--- src/rtl/fp_add_pipe.sv ---
// fp_add_pipe: three-stage FP add/sub front end (align, significand add, sign/special select).
// Defining FP_ADD_PIPE_EXC_CNT_EN adds the exc_cnt output counting NaN/invalid results.
module fp_add_pipe #(
    parameter int EW = 11,
    parameter int FW = 52
) (
    input  logic          clk,
    input  logic          rst,
    input  logic          in_valid,
    output logic          in_ready,
    input  logic [FW:0]   fa,
    input  logic [FW:0]   fb,
    input  logic [EW-1:0] ea,
    input  logic [EW-1:0] eb,
    input  logic          sa,
    input  logic          sb,
    input  logic          sub,
    input  logic [3:0]    fla,
    input  logic [3:0]    flb,
    input  logic [FW:0]   nan,
    input  logic [1:0]    RM,
    input  logic          flush,
    output logic          out_valid,
    input  logic          out_ready,
    output logic [EW-1:0] es,
    output logic [FW+4:0] fs,
    output logic          ss,
    output logic [FW+5:0] fls
`ifdef FP_ADD_PIPE_EXC_CNT_EN
    ,
    output logic [15:0]   exc_cnt
`endif
);
    localparam int STAGES = 3;
    localparam int AW     = FW + 3;

    logic [STAGES:1] r_vld;
    logic            w_stall;
    logic            w_acc;

    assign w_stall   = r_vld[STAGES] & ~out_ready;
    assign in_ready  = ~w_stall;
    assign w_acc     = in_valid & ~w_stall & ~flush;
    assign out_valid = r_vld[STAGES];

    always_ff @(posedge clk or posedge rst) begin
        if (rst)           r_vld <= '0;
        else if (flush)    r_vld <= '0;
        else if (!w_stall) r_vld <= {r_vld[STAGES-1:1], w_acc};
    end

    // Zero-class flags carry no information beyond a zero significand here.
    logic w_unused_zero_flags;
    assign w_unused_zero_flags = &{1'b0, fla[3], flb[3]};

    // ---------------- S1: order operands and align the smaller one
    logic          w_swap, w_sbe;
    logic [FW:0]   w_fbig, w_fsml;
    logic [EW-1:0] w_ebig, w_d;
    logic [AW-1:0] w_sext, w_al, w_mask;
    logic          w_st;

    always_comb begin
        w_sbe  = sb ^ sub;
        w_swap = (eb > ea) | ((ea == eb) & (fb > fa));
        w_fbig = w_swap ? fb : fa;
        w_fsml = w_swap ? fa : fb;
        w_ebig = w_swap ? eb : ea;
        w_d    = w_swap ? (eb - ea) : (ea - eb);
        w_sext = {w_fsml, 2'b00};
        w_mask = ~({AW{1'b1}} << w_d);
        if (32'(w_d) >= AW) begin
            w_al = '0;
            w_st = |w_fsml;
        end else begin
            w_al = w_sext >> w_d;
            w_st = |(w_sext & w_mask);
        end
    end

    logic [EW-1:0] r_s1_es;
    logic [FW:0]   r_s1_fbig, r_s1_nan;
    logic [AW-1:0] r_s1_al;
    logic          r_s1_st, r_s1_sx, r_s1_sa, r_s1_sbe;
    logic [2:0]    r_s1_fla, r_s1_flb;
    logic [1:0]    r_s1_rm;

    always_ff @(posedge clk or posedge rst) begin
        if (rst) begin
            r_s1_es   <= '0;
            r_s1_fbig <= '0;
            r_s1_nan  <= '0;
            r_s1_al   <= '0;
            r_s1_st   <= 1'b0;
            r_s1_sx   <= 1'b0;
            r_s1_sa   <= 1'b0;
            r_s1_sbe  <= 1'b0;
            r_s1_fla  <= '0;
            r_s1_flb  <= '0;
            r_s1_rm   <= '0;
        end else if (!w_stall) begin
            r_s1_es   <= w_ebig;
            r_s1_fbig <= w_fbig;
            r_s1_nan  <= nan;
            r_s1_al   <= w_al;
            r_s1_st   <= w_st;
            r_s1_sx   <= w_swap ? w_sbe : sa;
            r_s1_sa   <= sa;
            r_s1_sbe  <= w_sbe;
            r_s1_fla  <= fla[2:0];
            r_s1_flb  <= flb[2:0];
            r_s1_rm   <= RM;
        end
    end

    // ---------------- S2: magnitude add/subtract, sticky rides as the LSB
    logic [FW+4:0] w_big, w_sml, w_sum;
    logic          w_diff, w_neg, w_nans, w_inv, w_infs;

    always_comb begin
        w_big  = {1'b0, r_s1_fbig, 3'b000};
        w_sml  = {1'b0, r_s1_al, r_s1_st};
        w_diff = r_s1_sa ^ r_s1_sbe;
        w_neg  = w_diff & (w_sml > w_big);
        if (!w_diff)    w_sum = w_big + w_sml;
        else if (w_neg) w_sum = w_sml - w_big;
        else            w_sum = w_big - w_sml;
        w_nans = r_s1_fla[1] | r_s1_flb[1];
        w_inv  = (r_s1_fla[2] & r_s1_flb[2] & w_diff) | r_s1_fla[0] | r_s1_flb[0];
        w_infs = (r_s1_fla[2] | r_s1_flb[2]) & ~w_nans & ~w_inv;
    end

    logic [EW-1:0] r_s2_es;
    logic [FW+4:0] r_s2_fs;
    logic [FW:0]   r_s2_nan;
    logic          r_s2_sx, r_s2_diff, r_s2_sa, r_s2_infsg;
    logic          r_s2_nans, r_s2_inv, r_s2_infs;
    logic [1:0]    r_s2_rm;

    always_ff @(posedge clk or posedge rst) begin
        if (rst) begin
            r_s2_es    <= '0;
            r_s2_fs    <= '0;
            r_s2_nan   <= '0;
            r_s2_sx    <= 1'b0;
            r_s2_diff  <= 1'b0;
            r_s2_sa    <= 1'b0;
            r_s2_infsg <= 1'b0;
            r_s2_nans  <= 1'b0;
            r_s2_inv   <= 1'b0;
            r_s2_infs  <= 1'b0;
            r_s2_rm    <= '0;
        end else if (!w_stall) begin
            r_s2_es    <= r_s1_es;
            r_s2_fs    <= w_sum;
            r_s2_nan   <= r_s1_nan;
            r_s2_sx    <= r_s1_sx ^ w_neg;
            r_s2_diff  <= w_diff;
            r_s2_sa    <= r_s1_sa;
            r_s2_infsg <= r_s1_fla[2] ? r_s1_sa : r_s1_sbe;
            r_s2_nans  <= w_nans;
            r_s2_inv   <= w_inv;
            r_s2_infs  <= w_infs;
            r_s2_rm    <= r_s1_rm;
        end
    end

    // ---------------- S3: result sign and class flags
    logic w_fszero, w_ss, w_zero;

    always_comb begin
        w_fszero = (r_s2_fs == '0);
        w_zero   = w_fszero & ~r_s2_nans & ~r_s2_infs & ~r_s2_inv;
        w_ss     = r_s2_sx;
        if (r_s2_nans | r_s2_inv) w_ss = 1'b0;
        else if (r_s2_infs)       w_ss = r_s2_infsg;
        else if (w_fszero)        w_ss = r_s2_diff ? (r_s2_rm == 2'b11) : r_s2_sa;
    end

    logic [EW-1:0] r_es;
    logic [FW+4:0] r_fs;
    logic          r_ss;
    logic [FW+5:0] r_fls;

    always_ff @(posedge clk or posedge rst) begin
        if (rst) begin
            r_es  <= '0;
            r_fs  <= '0;
            r_ss  <= 1'b0;
            r_fls <= '0;
        end else if (!w_stall) begin
            r_es  <= r_s2_es;
            r_fs  <= r_s2_fs;
            r_ss  <= w_ss;
            r_fls <= {r_s2_nan, w_zero, r_s2_infs, r_s2_nans, r_s2_inv, 1'b0};
        end
    end

    assign es  = r_es;
    assign fs  = r_fs;
    assign ss  = r_ss;
    assign fls = r_fls;

`ifdef FP_ADD_PIPE_EXC_CNT_EN
    logic [15:0] r_exc_cnt;

    always_ff @(posedge clk or posedge rst) begin
        if (rst)
            r_exc_cnt <= '0;
        else if (out_valid && out_ready && (r_fls[2] || r_fls[1]) && (r_exc_cnt != 16'hFFFF))
            r_exc_cnt <= r_exc_cnt + 16'd1;
    end

    assign exc_cnt = r_exc_cnt;
`endif

endmodule
--- config.mk ---
export PLATFORM = sky130hd
export DESIGN_NAME = fp_add_pipe
export DESIGN_NICKNAME = d
export VERILOG_FILES = /design/src/rtl/fp_add_pipe.sv
export SDC_FILE = /design/constraint.sdc
export NUM_CORES = 2
export LEC_CHECK = 0
export ABC_AREA = 1
export BUFFER_PORTS_ARGS = -buffer_cell sky130_fd_sc_hd__buf_2
export CAP_MARGIN = 20
export CORE_ASPECT_RATIO = 2
export CORE_MARGIN = 2
export CORE_UTILIZATION = 40
export CTS_CLUSTER_SIZE = 12
export DETAILED_ROUTE_END_ITERATION = 7
export MAX_ROUTING_LAYER = met4
export PLACE_DENSITY = 0.68
export SLEW_MARGIN = 20
export SYNTH_ARGS = -nofsm -noshare
export SYNTH_HDL_FRONTEND = slang
export SYNTH_SLANG_ARGS = --single-unit
--- constraint.sdc ---
create_clock -name clk -period 16.25 [get_ports clk]
set_input_delay 2.4375 -clock clk [delete_from_list [all_inputs] [get_ports clk]]
set_output_delay 2.4375 -clock clk [all_outputs]
set_load 0.02 [all_outputs]
; Word level (Yosys, flattened, before mapping)
; Cells that the tools add are included.
[op_classes]
n_lt_le_gt_ge = 4
shift = 2
n_eq_ne = 3
n_bitwise = 31
add_sub_neg = 5
n_mux = 16
n_reduce_logical = 3
[op_table]
columns = op, count
row1 = $mux 57, 2
row2 = $sub 56x56->57, 2
row3 = $mux 53, 2
row4 = $add 56x56->57, 1
row5 = $logic_not 57->1, 1
row6 = $gt 56x56->1, 1
row7 = $and 55x55->55, 1
row8 = $mux 55, 1
row9 = $not 55->55, 1
row10 = $reduce_or 55->1, 1
row11 = $shl 55x11->55 const A, 1
row12 = $shr 55x11->55, 1
row13 = $gt 53x53->1, 1
row14 = $reduce_or 53->1, 1
row15 = $mux 11, 2
row16 = $sub 11x11->11, 2
row17 = $and 1x1->1, 12
row18 = $eq 11x11->1, 1
row19 = $ge 11x6->1 const B, 1
row20 = $gt 11x11->1, 1
row21 = $not 1->1, 8
row22 = $mux 1, 7
row23 = $mux 3, 2
row24 = $or 1x1->1, 6
row25 = other kinds (3), 5
[word_totals]
ff_bits = 443
output_inout_bits = 129
wordCells = 91
in_bits = 199

; Logic depth before layout (Yosys ltp)
[logic_depth]
word_depth = 9
ltp_mapped = 33
ltp_nobuf = 32

; Worst setup path after synthesis
; No wires, ideal clock.
[synth_timing]
path_type = input -> output
startpoint = input out_ready
endpoint = output in_ready
path_buffers = 3
stages = 5
required_ns = 13.812
setup_slack_ns = 10.156
arrival_ns = 3.657
path_cell_list = nor2_1 > inv_1 > clkbuf_1 > clkbuf_1 > clkbuf_1
[synth_between]
elab_chain_len = 3
[synth_rtl]
columns = item, line_no
row1 = "start, declared", 24  ; input logic out_ready,
row2 = $not 1->1, 41  ; assign w_stall = r_vld[STAGES] & ~out_ready;
row3 = $and 1x1->1, 41
row4 = $not 1->1, 42  ; assign in_ready = ~w_stall;
row5 = "end, declared", 10  ; output logic in_ready,
; No other way between the ends.

; Worst setup path in the final report
[layout_timing]
startpoint = input ea[0]
endpoint = register r_s1_al[0]
[layout_between]
elab_chain_len = 6
word_cells_on_any_way = 11
cone_classes = add/sub (2) / order compare (2) / eq/ne (1) / shift (1) / mux (3) / bitwise (2)
[layout_rtl]
columns = item, line_no
row1 = "start, declared", 13  ; input logic [EW-1:0] ea,
row2 = "parallel branches: the longest is 5 deep, another holds $gt 11x11->1", --
row3 = $mux 55 (*), 72  ; if (32'(w_d) >= AW) begin
row4 = "end signal, assigned", 105  ; r_s1_al <= w_al;
row5 = "end, declared", 83  ; logic [AW-1:0] r_s1_al;
; Mark *: on every way between the ends.
; A chain may end at the register's enable or synchronous reset.

==> summary.md <==
| Metric | Value |
|---|---|
| Worst Setup SP | ea[0] |
| CP cell instances | buf_2, inv_1, ha_2, buf_4, inv_1, nor3_1, nand2_1, o21ai_2, nand2_8, buf_4, buf_4, o21ai_1, nand2_1, nand2_1, o21ai_1, nand2_1, nand3_1, nand3_1, nand3_1, nand3_1, nand3_1, nand2_1 |
| Synth top area share | 30.6% |
| Fmax | 124 MHz |
| Synth Instances | 5520 |
| Final WS setup | 8160 ps |
| Async SR Flop Fraction | 100% |
| Core Area | 0.0900 sq mm |
| Placer Congestion | 1.07 |
| Pre-antenna DRT Iters | 6 |
| Setup crit end kind | flop |
| Clock root cell | clkbuf_16 |
| Vias per std cell | 5.38 |
| # Post-CTS Setup Buffers | 0 |
| Vias | 36987 |
| Setup TNS | 0 ps |
| Remaining global-route overflow | 0 |
| Initial antenna violation count | 5 |
| Final hold viol count | 0 |
| CP bufs+invs | 6 |
| # DRC | 0 |
| Final period util | 49.8% |
| Detailed Place HPWL | 134000 um |
| Outcome | completed |
| Clock latency on the worst-skew pair | 630 ps |
| Slowest cell on the critical path | o21ai_1 |
| Clk sink count | 443 |
| WL per Instance | 23.6 um |
| H-tree depth | 2 |
| Reg-to-reg startpoint | r_s1_fbig[8] |
| Unrepaired setup endpoints after global routing | false |
| Post-CTS Resized | 0 |
| Area added between synthesis and finish | 10.1% |
| Synthesized Nets | 5956 |
| P per Cell Area | 108 mW/mm^2 |
| CTS Buffer Depth | 3 |
| Reg2Reg Setup Slack | 10380 ps |
| Initial Utilization | 40.2% |
| Overall routing resource usage | 35.1% |
| Top cells by count, synth | nand2_1 (1759), inv_1 (698), o21ai_0 (451) |
| Slew Limit Fails | 0 |
| Die footprint | 0.0931 sq mm |
| Num ports | 328 |
| Sequential area share after synthesis | 30.6% |
| Iteration-0 DRC Markers | 3036 |
| WP data required | 16810 ps |
| Fin nets | 6105 |
| Hold WC Path Type | reg -> reg |
| Cts hold-fix bufs | 0 |
| Worst Tran Pin Value | 1250 ps |
| Die H | 429 um |
| CP Max Fanout | 108 |
| Worst vdd ir | 0.0889 mV |
| Row cnt | 156 |
| Worst hold endpoint | fs[32] |
| Max stage delay on crit path | 1040 ps |
| First-pass GRT wire length | 233000 um |
| Tot Pwr | 0.00430 W |
| Final Setup Violations | 0 |
| Die span in x | 217 um |
| Max-cap viol count | 0 |
| Final min period | 8090 ps |
| Post-synth cell types | 62 |
| CP Launch Type | input port |
| EDFF count, synth | 0 |
| TritonCTS clock tree | done |
| Kind of critical path | in -> reg |
| Input/output buffers | 324 |
| Hold Crit Start | fs[32] |
| Drt total wl | 162000 um |
| Static leakage | 20.9 nW |
| Worst hold stages | 2 |
| Yosys warning total | 0 |
| Max_slew headroom | 16.3% |
| Number of routed nets with antenna violations | 0 |
| Share of cells above drive strength 1 | 9.11% |
| R2R Path End | r_s2_fs[5] |
| Largest net degree at the start of global routing | 143 |
| Synth Area per Inst | 6.56 sq um |
| Area contributors post-synth | dfrtp_1 (31%), nand2_1 (18%), ha_1 (8.1%), inv_1 (7.2%), o21ai_0 (6.2%) |
| Count leader, synth | nand2_1 |
| Worst setup slack after placement | 7710 ps |
| CTS buffer count | 46 |
| Clock Skew | 41.9 ps |
| R2R depth | 22 |
| Yosys top cell by area | dfrtp_1 |
| Clk slew on worst S/H paths | 60 ps |
| Worst EP arrival | 8650 ps |
| Largest delay share family, worst path | simple AND/OR/NAND/NOR gates |
| Post-Syn Area | 0.0362 sq mm |
| Main synth FF type | dfrtp_1 |
| Flops & latches, synth | 443 |
| Vias in the first global route | 36212 |
## flip-flops by register name, indices dropped and copies added (netlist names), 2 cells and up
register	flops
fls	57
fs	57
r_s2_fs	57
r_s1_al	55
r_s1_fbig	53
r_s1_nan	53
r_s2_nan	53
es	11
r_s1_es	11
r_s2_es	11
r_s1_fla	3
r_s1_flb	3
r_vld	3
r_s1_rm	2
r_s2_rm	2
## layer usage
| layer | GRT usage, % | share of wire, % | vias to the layer above |
|---|---|---|---|
| met5 | - | 0 | - |
| met4 | 27.4 | 9.5 | 0 |
| met3 | 4.00 | 5.0 | 421 |
| met2 | 58.7 | 48 | 1376 |
| met1 | 37.7 | 37 | 17208 |
| li1 | - | - | 17982 |
## final cells by class
class / instances / area, sq um
multi-input cells: 4096 / 21200
flip-flops and latches: 443 / 11100
fillers: 9534 / 50100
clock buffers: 53 / 1200
inverters: 713 / 2700
repair buffers: 369 / 1960
diodes: 6 / 15.0
well taps: 1185 / 1480
clock inverters: 12 / 224
## cells in the final DEF (no fill, tap or decap), types with 13 or more instances in the layout
cell type	n
nand2_1	1757
inv_1	695
o21ai_0	451
dfrtp_1	443
a21oi_1	373
nor2_1	326
buf_2	324
nand3_1	303
ha_1	232
xor2_1	156
o21ai_1	115
o211ai_1	46
clkbuf_16	46
buf_4	45
nor4_1	32
nand4_1	28
o21ai_2	28
a21o_1	24
o21a_1	24
o22ai_1	21
nor3_1	20
a31oi_1	20
o21bai_1	18
or2_1	17
inv_2	13
## through the flow
| step | area, sq um | std cells | utilization, % | hold WS [ps] |
|---|---|---|---|---|
| 6_report | 39900 | 6877 | 44.3 | 470 |
| 2_1_floorplan | 36200 | 5520 | - | 442 |
| 5_1_grt | 39900 | 6876 | 44.3 | 492 |
| 3_5_place_dp | 38400 | 6806 | 42.7 | 459 |
| 4_1_cts | 39800 | 6871 | 44.3 | 475 |
| 3_3_place_gp | 38400 | 6806 | 42.7 | 458 |
## cells by family after synthesis
kind of cell	share of synthesized area (%)
multiplexers	0.0311
other	0.0104
buffers and inverters	11.0
flip-flops	30.6
AND/OR/NAND/NOR	28.3
XOR/XNOR	3.80
AO/OA/AOI/OAI	18.0
adder cells (fa/ha/maj)	8.28
## worst register-to-register path: cells and delay by family (launching register included)
family          cells  cell delay, ps
compound gates      7            1620
fa+ha+maj           1             570
buf+inv             2             960
flops               1             410
simple gates       12            2210
## worst max-delay path by stage
stage          slack, ps          end  depth (start not counted)
2_1_floorplan       1470        es[0]                          1
4_1_cts             8350  r_s1_al[45]                         24
5_1_grt             7850  r_s1_al[45]                         24
6_report            8160   r_s1_al[0]                         22
3_3_place_gp        7740  r_s1_al[45]                         24
3_5_place_dp        7710  r_s1_al[45]                         24
## power breakdown
group,internal [W],total [W],leakage [nW],switching [W]
Combinational,0.000507,0.00186,14.9,0.00135
Sequential,0.00128,0.00141,5.31,0.000126
Clock,0.000589,0.00104,0.687,0.000451
Total,0.00238,0.00430,20.9,0.00193
Power figures use the tool's default switching activity.
